## src/rtl/nibble_serial_adder_pkg.sv

```systemverilog
// Shared definitions for the nibble-serial add/subtract controller:
// FSM encoding, nibble width and the index-counter width helper.
package nsa_pkg;

    typedef enum logic [1:0] {
        S_IDLE = 2'd0,
        S_RUN  = 2'd1,
        S_DONE = 2'd2
    } state_t;

    localparam int NIB_W = 4;

    // A WIDTH=4 instance would need zero index bits; keep at least one.
    function automatic int idx_width(input int width);
        return (width / NIB_W > 1) ? $clog2(width / NIB_W) : 1;
    endfunction

endpackage

```

## src/rtl/nibble_serial_adder_adder4bit.sv

```systemverilog
// 4-bit adder slice used by the nibble-serial controller; dataflow or
// bit-level ripple form depending on DATAFLOW_LEVEL1.
module adder4bit (
    input  logic [3:0] A,
    input  logic [3:0] B,
    input  logic       Cin,
    output logic [3:0] S,
    output logic       Cout
);

`ifdef DATAFLOW_LEVEL1
    assign {Cout, S} = {1'b0, A} + {1'b0, B} + {4'b0000, Cin};
`else
    logic [4:0] c;

    assign c[0] = Cin;
    for (genvar i = 0; i < 4; i++) begin : g_bit
        assign S[i]   = A[i] ^ B[i] ^ c[i];
        assign c[i+1] = (A[i] & B[i]) | (c[i] & (A[i] ^ B[i]));
    end
    assign Cout = c[4];
`endif

endmodule

```

## src/rtl/nibble_serial_adder.sv

```systemverilog
// WIDTH-bit add/subtract performed one nibble per cycle through a single
// adder4bit, LS nibble first, between valid/ready producer and consumer.
module nibble_serial_adder
    import nsa_pkg::*;
#(
    parameter int WIDTH = 16
) (
    input  logic             clk,
    input  logic             rst_n,
    input  logic             in_valid,
    output logic             in_ready,
    input  logic [WIDTH-1:0] a,
    input  logic [WIDTH-1:0] b,
    input  logic             cin,
    input  logic             op_sub,
    output logic             out_valid,
    input  logic             out_ready,
    output logic [WIDTH-1:0] sum,
    output logic             cout,
    output logic             ovf
);

    localparam int NIB   = WIDTH / NIB_W;
    localparam int IDX_W = idx_width(WIDTH);
    localparam logic [IDX_W-1:0] LAST_IDX = IDX_W'(NIB - 1);

    state_t             state_q, state_d;
    logic [IDX_W-1:0]   idx_q, idx_d;
    logic               carry_q, carry_d;
    logic [WIDTH-1:0]   a_q, a_d;
    logic [WIDTH-1:0]   b_q, b_d;
    logic [WIDTH-1:0]   sum_q, sum_d;

    logic [NIB_W-1:0]   nib_a, nib_b, nib_s;
    logic               nib_cout;

    assign nib_a = a_q[idx_q * NIB_W +: NIB_W];
    assign nib_b = b_q[idx_q * NIB_W +: NIB_W];

    adder4bit u_adder (
        .A    (nib_a),
        .B    (nib_b),
        .Cin  (carry_q),
        .S    (nib_s),
        .Cout (nib_cout)
    );

    always_comb begin
        state_d = state_q;
        idx_d   = idx_q;
        carry_d = carry_q;
        a_d     = a_q;
        b_d     = b_q;
        sum_d   = sum_q;
        case (state_q)
            S_IDLE: begin
                if (in_valid) begin
                    // Subtract is A + ~B + 1, so the carry seeds to 1 and cin is unused.
                    a_d     = a;
                    b_d     = op_sub ? ~b : b;
                    carry_d = op_sub ? 1'b1 : cin;
                    sum_d   = '0;
                    idx_d   = '0;
                    state_d = S_RUN;
                end
            end
            S_RUN: begin
                sum_d[idx_q * NIB_W +: NIB_W] = nib_s;
                carry_d = nib_cout;
                if (idx_q == LAST_IDX) begin
                    idx_d   = '0;
                    state_d = S_DONE;
                end else begin
                    idx_d = idx_q + 1'b1;
                end
            end
            S_DONE: begin
                if (out_ready) begin
                    state_d = S_IDLE;
                end
            end
            default: state_d = S_IDLE;
        endcase
    end

    always_ff @(posedge clk) begin
        if (!rst_n) begin
            state_q <= S_IDLE;
            idx_q   <= '0;
            carry_q <= 1'b0;
            a_q     <= '0;
            b_q     <= '0;
            sum_q   <= '0;
        end else begin
            state_q <= state_d;
            idx_q   <= idx_d;
            carry_q <= carry_d;
            a_q     <= a_d;
            b_q     <= b_d;
            sum_q   <= sum_d;
        end
    end

    assign in_ready  = (state_q == S_IDLE);
    assign out_valid = (state_q == S_DONE);
    assign sum       = sum_q;
    assign cout      = carry_q;
    assign ovf       = (a_q[WIDTH-1] == b_q[WIDTH-1]) && (sum_q[WIDTH-1] != a_q[WIDTH-1]);

endmodule

```

## config.mk

```make
export PLATFORM = sky130hd
export DESIGN_NAME = nibble_serial_adder
export DESIGN_NICKNAME = d
export VERILOG_FILES = /design/src/rtl/nibble_serial_adder_pkg.sv /design/src/rtl/nibble_serial_adder_adder4bit.sv /design/src/rtl/nibble_serial_adder.sv
export SDC_FILE = /design/constraint.sdc
export NUM_CORES = 1
export LEC_CHECK = 0
export CAP_MARGIN = 20
export CORE_MARGIN = 2
export CORE_UTILIZATION = 50
export DETAILED_ROUTE_END_ITERATION = 16
export PLACE_DENSITY = 0.81
export SLEW_MARGIN = 25
export SYNTH_ARGS = -nofsm -noshare
export SYNTH_HDL_FRONTEND = slang
export SYNTH_SLANG_ARGS = --single-unit
```

## constraint.sdc

```tcl
create_clock -name clk -period 3.1 [get_ports clk]
set_input_delay 0.62 -clock clk [delete_from_list [all_inputs] [get_ports clk]]
set_output_delay 0.62 -clock clk [all_outputs]
set_load 0.02 [all_outputs]
```

==> impl_metrics.xml <==
<?xml version="1.0" encoding="UTF-8"?>
<metrics>
  <group name="placement">
    <metric name="place_congestion" unit="">0.827</metric>
    <metric name="place.port_buffers" unit="">57</metric>
    <metric name="place_hpwl" unit="mm">4.08</metric>
    <metric name="dpl_worst_slack" unit="ns">0.363</metric>
  </group>
  <group name="grt">
    <metric name="vias_in_the_first_global_route" unit="">2039</metric>
    <metric name="antenna_violations_before_repair" unit="">0</metric>
    <metric name="global_route_wire_length_before_repair" unit="mm">9.36</metric>
    <metric name="pin_count_of_the_biggest_net_entering_global_routing" unit="">49</metric>
    <metric name="globalRoute.totalOverflow" unit="">0</metric>
    <metric name="track_usage" unit="%">19.7</metric>
  </group>
  <group name="route">
    <metric name="post_drt_via_cell_ratio" unit="">5.26</metric>
    <metric name="postRouteAntennaNets" unit="">0</metric>
    <metric name="routed_wirelength" unit="mm">5.43</metric>
    <metric name="drc" unit="">0</metric>
    <metric name="wl_per_cell" unit="microns">13.8</metric>
    <metric name="drt-initial-drc-count" unit="">162</metric>
    <metric name="vias" unit="">2074</metric>
    <metric name="dr.pass1.iters" unit="">5</metric>
  </group>
  <group name="setup_path">
    <metric name="startpoint" unit="">idx_q[0]$_SDFFE_PN0P_</metric>
    <metric name="worst_r2r_path_depth" unit="">12</metric>
    <metric name="startpoint_type" unit="">register</metric>
    <metric name="critical_path_peak_fanout" unit="">14</metric>
    <metric name="path_class" unit="">reg2reg</metric>
    <metric name="data_arrival_time_at_the_worst_slack_endpoint" unit="ns">2.91</metric>
    <metric name="timing.reg2reg.setup_slack" unit="ns">0.36</metric>
    <metric name="critPathCaptureType" unit="">register</metric>
    <metric name="cp.required" unit="ns">3.27</metric>
    <metric name="critical_register_to_register_path_startpoint" unit="">idx_q[0]$_SDFFE_PN0P_</metric>
  </group>
  <group name="power_and_ir_drop">
    <metric name="p_int" unit="mW">1.02</metric>
    <metric name="ir_drop" unit="mV">0.268</metric>
    <metric name="net_sw_power" unit="mW">0.359</metric>
    <metric name="clock_power_share" unit="%">26.4</metric>
    <metric name="switching_share_of_total_power" unit="%">26.0</metric>
    <metric name="power_frac_seq" unit="%">54.2</metric>
    <metric name="static-leakage-power" unit="nW">1.30</metric>
    <metric name="powerDensity" unit="nW/um^2">418</metric>
    <metric name="fin_total_pwr" unit="mW">1.38</metric>
    <metric name="comb_power_share" unit="%">19.4</metric>
  </group>
  <group name="timing">
    <metric name="finalWorstSetupSlack" unit="ns">0.361</metric>
    <metric name="rsz0062_at_grt" unit="">no</metric>
    <metric name="hold_viol" unit="">0</metric>
    <metric name="post-route-period-util" unit="%">88.4</metric>
    <metric name="slew_headroom" unit="%">52.7</metric>
    <metric name="final_worst_clock_skew" unit="ns">0.00557</metric>
    <metric name="fmaxAchievable" unit="MHz">365</metric>
    <metric name="setup-tns-final" unit="ns">0</metric>
    <metric name="whs" unit="ns">0.459</metric>
    <metric name="final.min_clock_period" unit="ns">2.74</metric>
    <metric name="final_max_slew_viol_count" unit="">0</metric>
    <metric name="setup_viol" unit="">0</metric>
    <metric name="max_slew.worst_pin.slew" unit="ns">0.707</metric>
  </group>
  <group name="synthesis">
    <metric name="yosysWarnings" unit="">0</metric>
    <metric name="synth.cell_area" unit="sq um">2630</metric>
    <metric name="netlist-cell-type-count" unit="">35</metric>
    <metric name="synth_edf_count" unit="">0</metric>
    <metric name="per_instance_average_area_after_synthesis" unit="sq um">9.64</metric>
    <metric name="synthCells" unit="">273</metric>
    <metric name="synth_seq_cells" unit="">53</metric>
    <metric name="synth_ff_type" unit="">sky130_fd_sc_hd__dfxtp_1</metric>
    <metric name="async_set_or_reset_register_ratio_after_synthesis" unit="%">0</metric>
    <metric name="synth.yosys.seq_area_share" unit="%">40.3</metric>
    <metric name="postSynthNetCount" unit="">319</metric>
  </group>
  <group name="final_layout">
    <metric name="filler_cell_count" unit="">461</metric>
    <metric name="flow.area_growth_from_synthesis" unit="%">25.3</metric>
    <metric name="final_layout_size_suffix_gt1_share" unit="%">12.3</metric>
    <metric name="ff_latch_area" unit="sq um">1060</metric>
    <metric name="final_net_count" unit="">369</metric>
    <metric name="multiInputGateArea" unit="sq um">1410</metric>
    <metric name="antenna_cells_inserted" unit="">0</metric>
  </group>
  <group name="clock_network">
    <metric name="cts_inserted_buffers" unit="">5</metric>
    <metric name="clock_latency_at_the_later_pin_of_the_worst_skew_pair" unit="ns">0.30</metric>
    <metric name="clock_tree_from_tritoncts" unit="">yes</metric>
    <metric name="postCtsSetupRepairBufs" unit="">0</metric>
    <metric name="clkSlewWorstSetupHoldPaths" unit="ns">0.08</metric>
    <metric name="hold_buf_cts" unit="">0</metric>
    <metric name="cts.path.max_buffers" unit="">2</metric>
    <metric name="post_cts_resized" unit="">0</metric>
    <metric name="cts.sinks" unit="">53</metric>
    <metric name="cts_htree_levels" unit="">2</metric>
    <metric name="cts-root-buf" unit="">sky130_fd_sc_hd__clkbuf_8</metric>
  </group>
  <group name="job">
    <metric name="max-cap-violations" unit="">0</metric>
  </group>
  <group name="worst_hold_path">
    <metric name="hold_depth" unit="">2</metric>
    <metric name="hold_class" unit="">reg2reg</metric>
    <metric name="hold_start" unit="">sum[2]$_SDFFE_PN0P_</metric>
  </group>
  <group name="floorplanning">
    <metric name="initial_utilization" unit="%">51.5</metric>
    <metric name="die-area" unit="sq um">5860</metric>
    <metric name="ios" unit="">58</metric>
    <metric name="die_height" unit="microns">76.6</metric>
    <metric name="fp.dieW" unit="microns">76.6</metric>
    <metric name="rows" unit="">26</metric>
    <metric name="design.core.area" unit="sq um">5110</metric>
  </group>
  <group name="outcome">
    <metric name="run_status" unit="">complete, no violations</metric>
  </group>
</metrics>
-- Yosys cell counts (2+ instances only) --
cell | number | area (sq um)
sky130_fd_sc_hd__fa_1 | 4 | 80.1
sky130_fd_sc_hd__buf_2 | 9 | 45.0
sky130_fd_sc_hd__o22ai_1 | 16 | 100
sky130_fd_sc_hd__xnor2_1 | 16 | 140
sky130_fd_sc_hd__nor3b_2 | 2 | 25.0
sky130_fd_sc_hd__buf_6 | 2 | 22.5
sky130_fd_sc_hd__nor2_1 | 4 | 15.0
sky130_fd_sc_hd__mux4_1 | 2 | 52.6
sky130_fd_sc_hd__dfxtp_1 | 53 | 1060
sky130_fd_sc_hd__ha_1 | 4 | 50.1
sky130_fd_sc_hd__inv_1 | 12 | 45.0
sky130_fd_sc_hd__a21boi_0 | 7 | 52.6
sky130_fd_sc_hd__mux4_2 | 6 | 135
sky130_fd_sc_hd__a21oi_1 | 5 | 25.0
sky130_fd_sc_hd__o21ai_0 | 2 | 10.0
sky130_fd_sc_hd__nor3b_1 | 2 | 15.0
sky130_fd_sc_hd__nand2b_1 | 3 | 18.8
sky130_fd_sc_hd__buf_4 | 3 | 22.5
sky130_fd_sc_hd__nand3_1 | 3 | 15.0
sky130_fd_sc_hd__or3b_1 | 2 | 17.5
sky130_fd_sc_hd__nand2_1 | 65 | 244
sky130_fd_sc_hd__nand2_2 | 10 | 62.6
sky130_fd_sc_hd__o211a_1 | 16 | 160
sky130_fd_sc_hd__a21boi_2 | 10 | 113
sky130_fd_sc_hd__nor2b_1 | 2 | 12.5
sky130_fd_sc_hd__clkbuf_1 | 4 | 15.0
-- worst max-delay path, stage by stage, from the launching register on --
cell and delay, ns:
sky130_fd_sc_hd__dfxtp_1 0.35, sky130_fd_sc_hd__buf_4 0.24, sky130_fd_sc_hd__mux4_2 0.22, sky130_fd_sc_hd__inv_1 0.05, sky130_fd_sc_hd__fa_1 0.37, sky130_fd_sc_hd__inv_1 0.07
sky130_fd_sc_hd__fa_1 0.15, sky130_fd_sc_hd__inv_1 0.05, sky130_fd_sc_hd__fa_1 0.35, sky130_fd_sc_hd__inv_1 0.07, sky130_fd_sc_hd__fa_1 0.40, sky130_fd_sc_hd__nand2_1 0.16
sky130_fd_sc_hd__o22ai_1 0.13
-- routing by layer --
layer  wire length, microns  GRT usage (%)  vias to the layer above
met5                      0              0                        -
met4                     78           5.09                        0
met3                    206           4.03                        6
met2                   2820           35.4                       59
met1                   2320           23.8                      970
li1                       -              -                     1039
-- cell families (layout without fill, tap and decap cells) --
logic type	Yosys count	after routing	share of synthesized area (%)
AOI/OAI and AO/OA	60	60	18.6
adders and majority gates	8	8	4.94
buffers and inverters	32	83	6.42
and+or+nand+nor	96	96	17.3
xor gates and xnor gates	16	16	5.32
muxes	8	8	7.13
DFF	53	53	40.3
-- power groups by stage --
stage / Clock, mW / Sequential [mW] / Combinational, mW
finish: 0.364 / 0.747 / 0.268
floorplan: 0 / 0.755 / 0.183
global placement: 0 / 0.761 / 0.262
CTS: 0.375 / 0.747 / 0.272
global route: 0.401 / 0.752 / 0.296
detailed placement: 0 / 0.763 / 0.270
-- metrics by stage --
stage,instances,utilization [%],cell area [sq um]
after floorplan,273,-,2630
after global placement,386,63.0,3220
after detailed placement,386,63.0,3220
after CTS,394,64.6,3300
after global routing,394,64.6,3300
final,394,64.6,3300
-- cell usage in the layout (no fill, tap or decap), drive strengths merged --
cell / count
a21boi: 17
a21oi: 5
a22oi: 1
a2bb2oi: 1
a31oi: 1
buf: 6
clkbuf: 8
clkdlybuf4s50: 57
dfxtp: 53
fa: 4
ha: 4
inv: 12
mux4: 8
nand2: 75
nand2b: 3
nand3: 3
nand3b: 1
nand4: 1
nor2: 4
nor2b: 2
nor3b: 4
nor4b: 1
o211a: 16
o21ai: 2
o21bai: 1
o22ai: 16
or3b: 2
xnor2: 16
-- sequential cells by signal (all words and copies together), names as in the netlist --
| register | count |
|---|---|
| cout | 1 |
| sum | 16 |
| b_q | 16 |
| idx_q | 2 |
| a_q | 16 |
| state_q | 2 |
-- area by class of cell --
cell class / count / area share (%)
clock buffers: 8 / 2.43
inverters: 12 / 1.37
multi-input cells: 188 / 42.7
flip-flops and latches: 53 / 32.2
well taps: 70 / 2.66
repair buffers: 63 / 18.7
-- worst paths after layout --
kind | end
setup / recovery | sum[7]$_SDFFE_PN0P_
hold / removal | sum[2]$_SDFFE_PN0P_
setup reg to reg | sum[7]$_SDFFE_PN0P_
hold reg to reg | sum[2]$_SDFFE_PN0P_
Power figures use the tool's default switching activity.
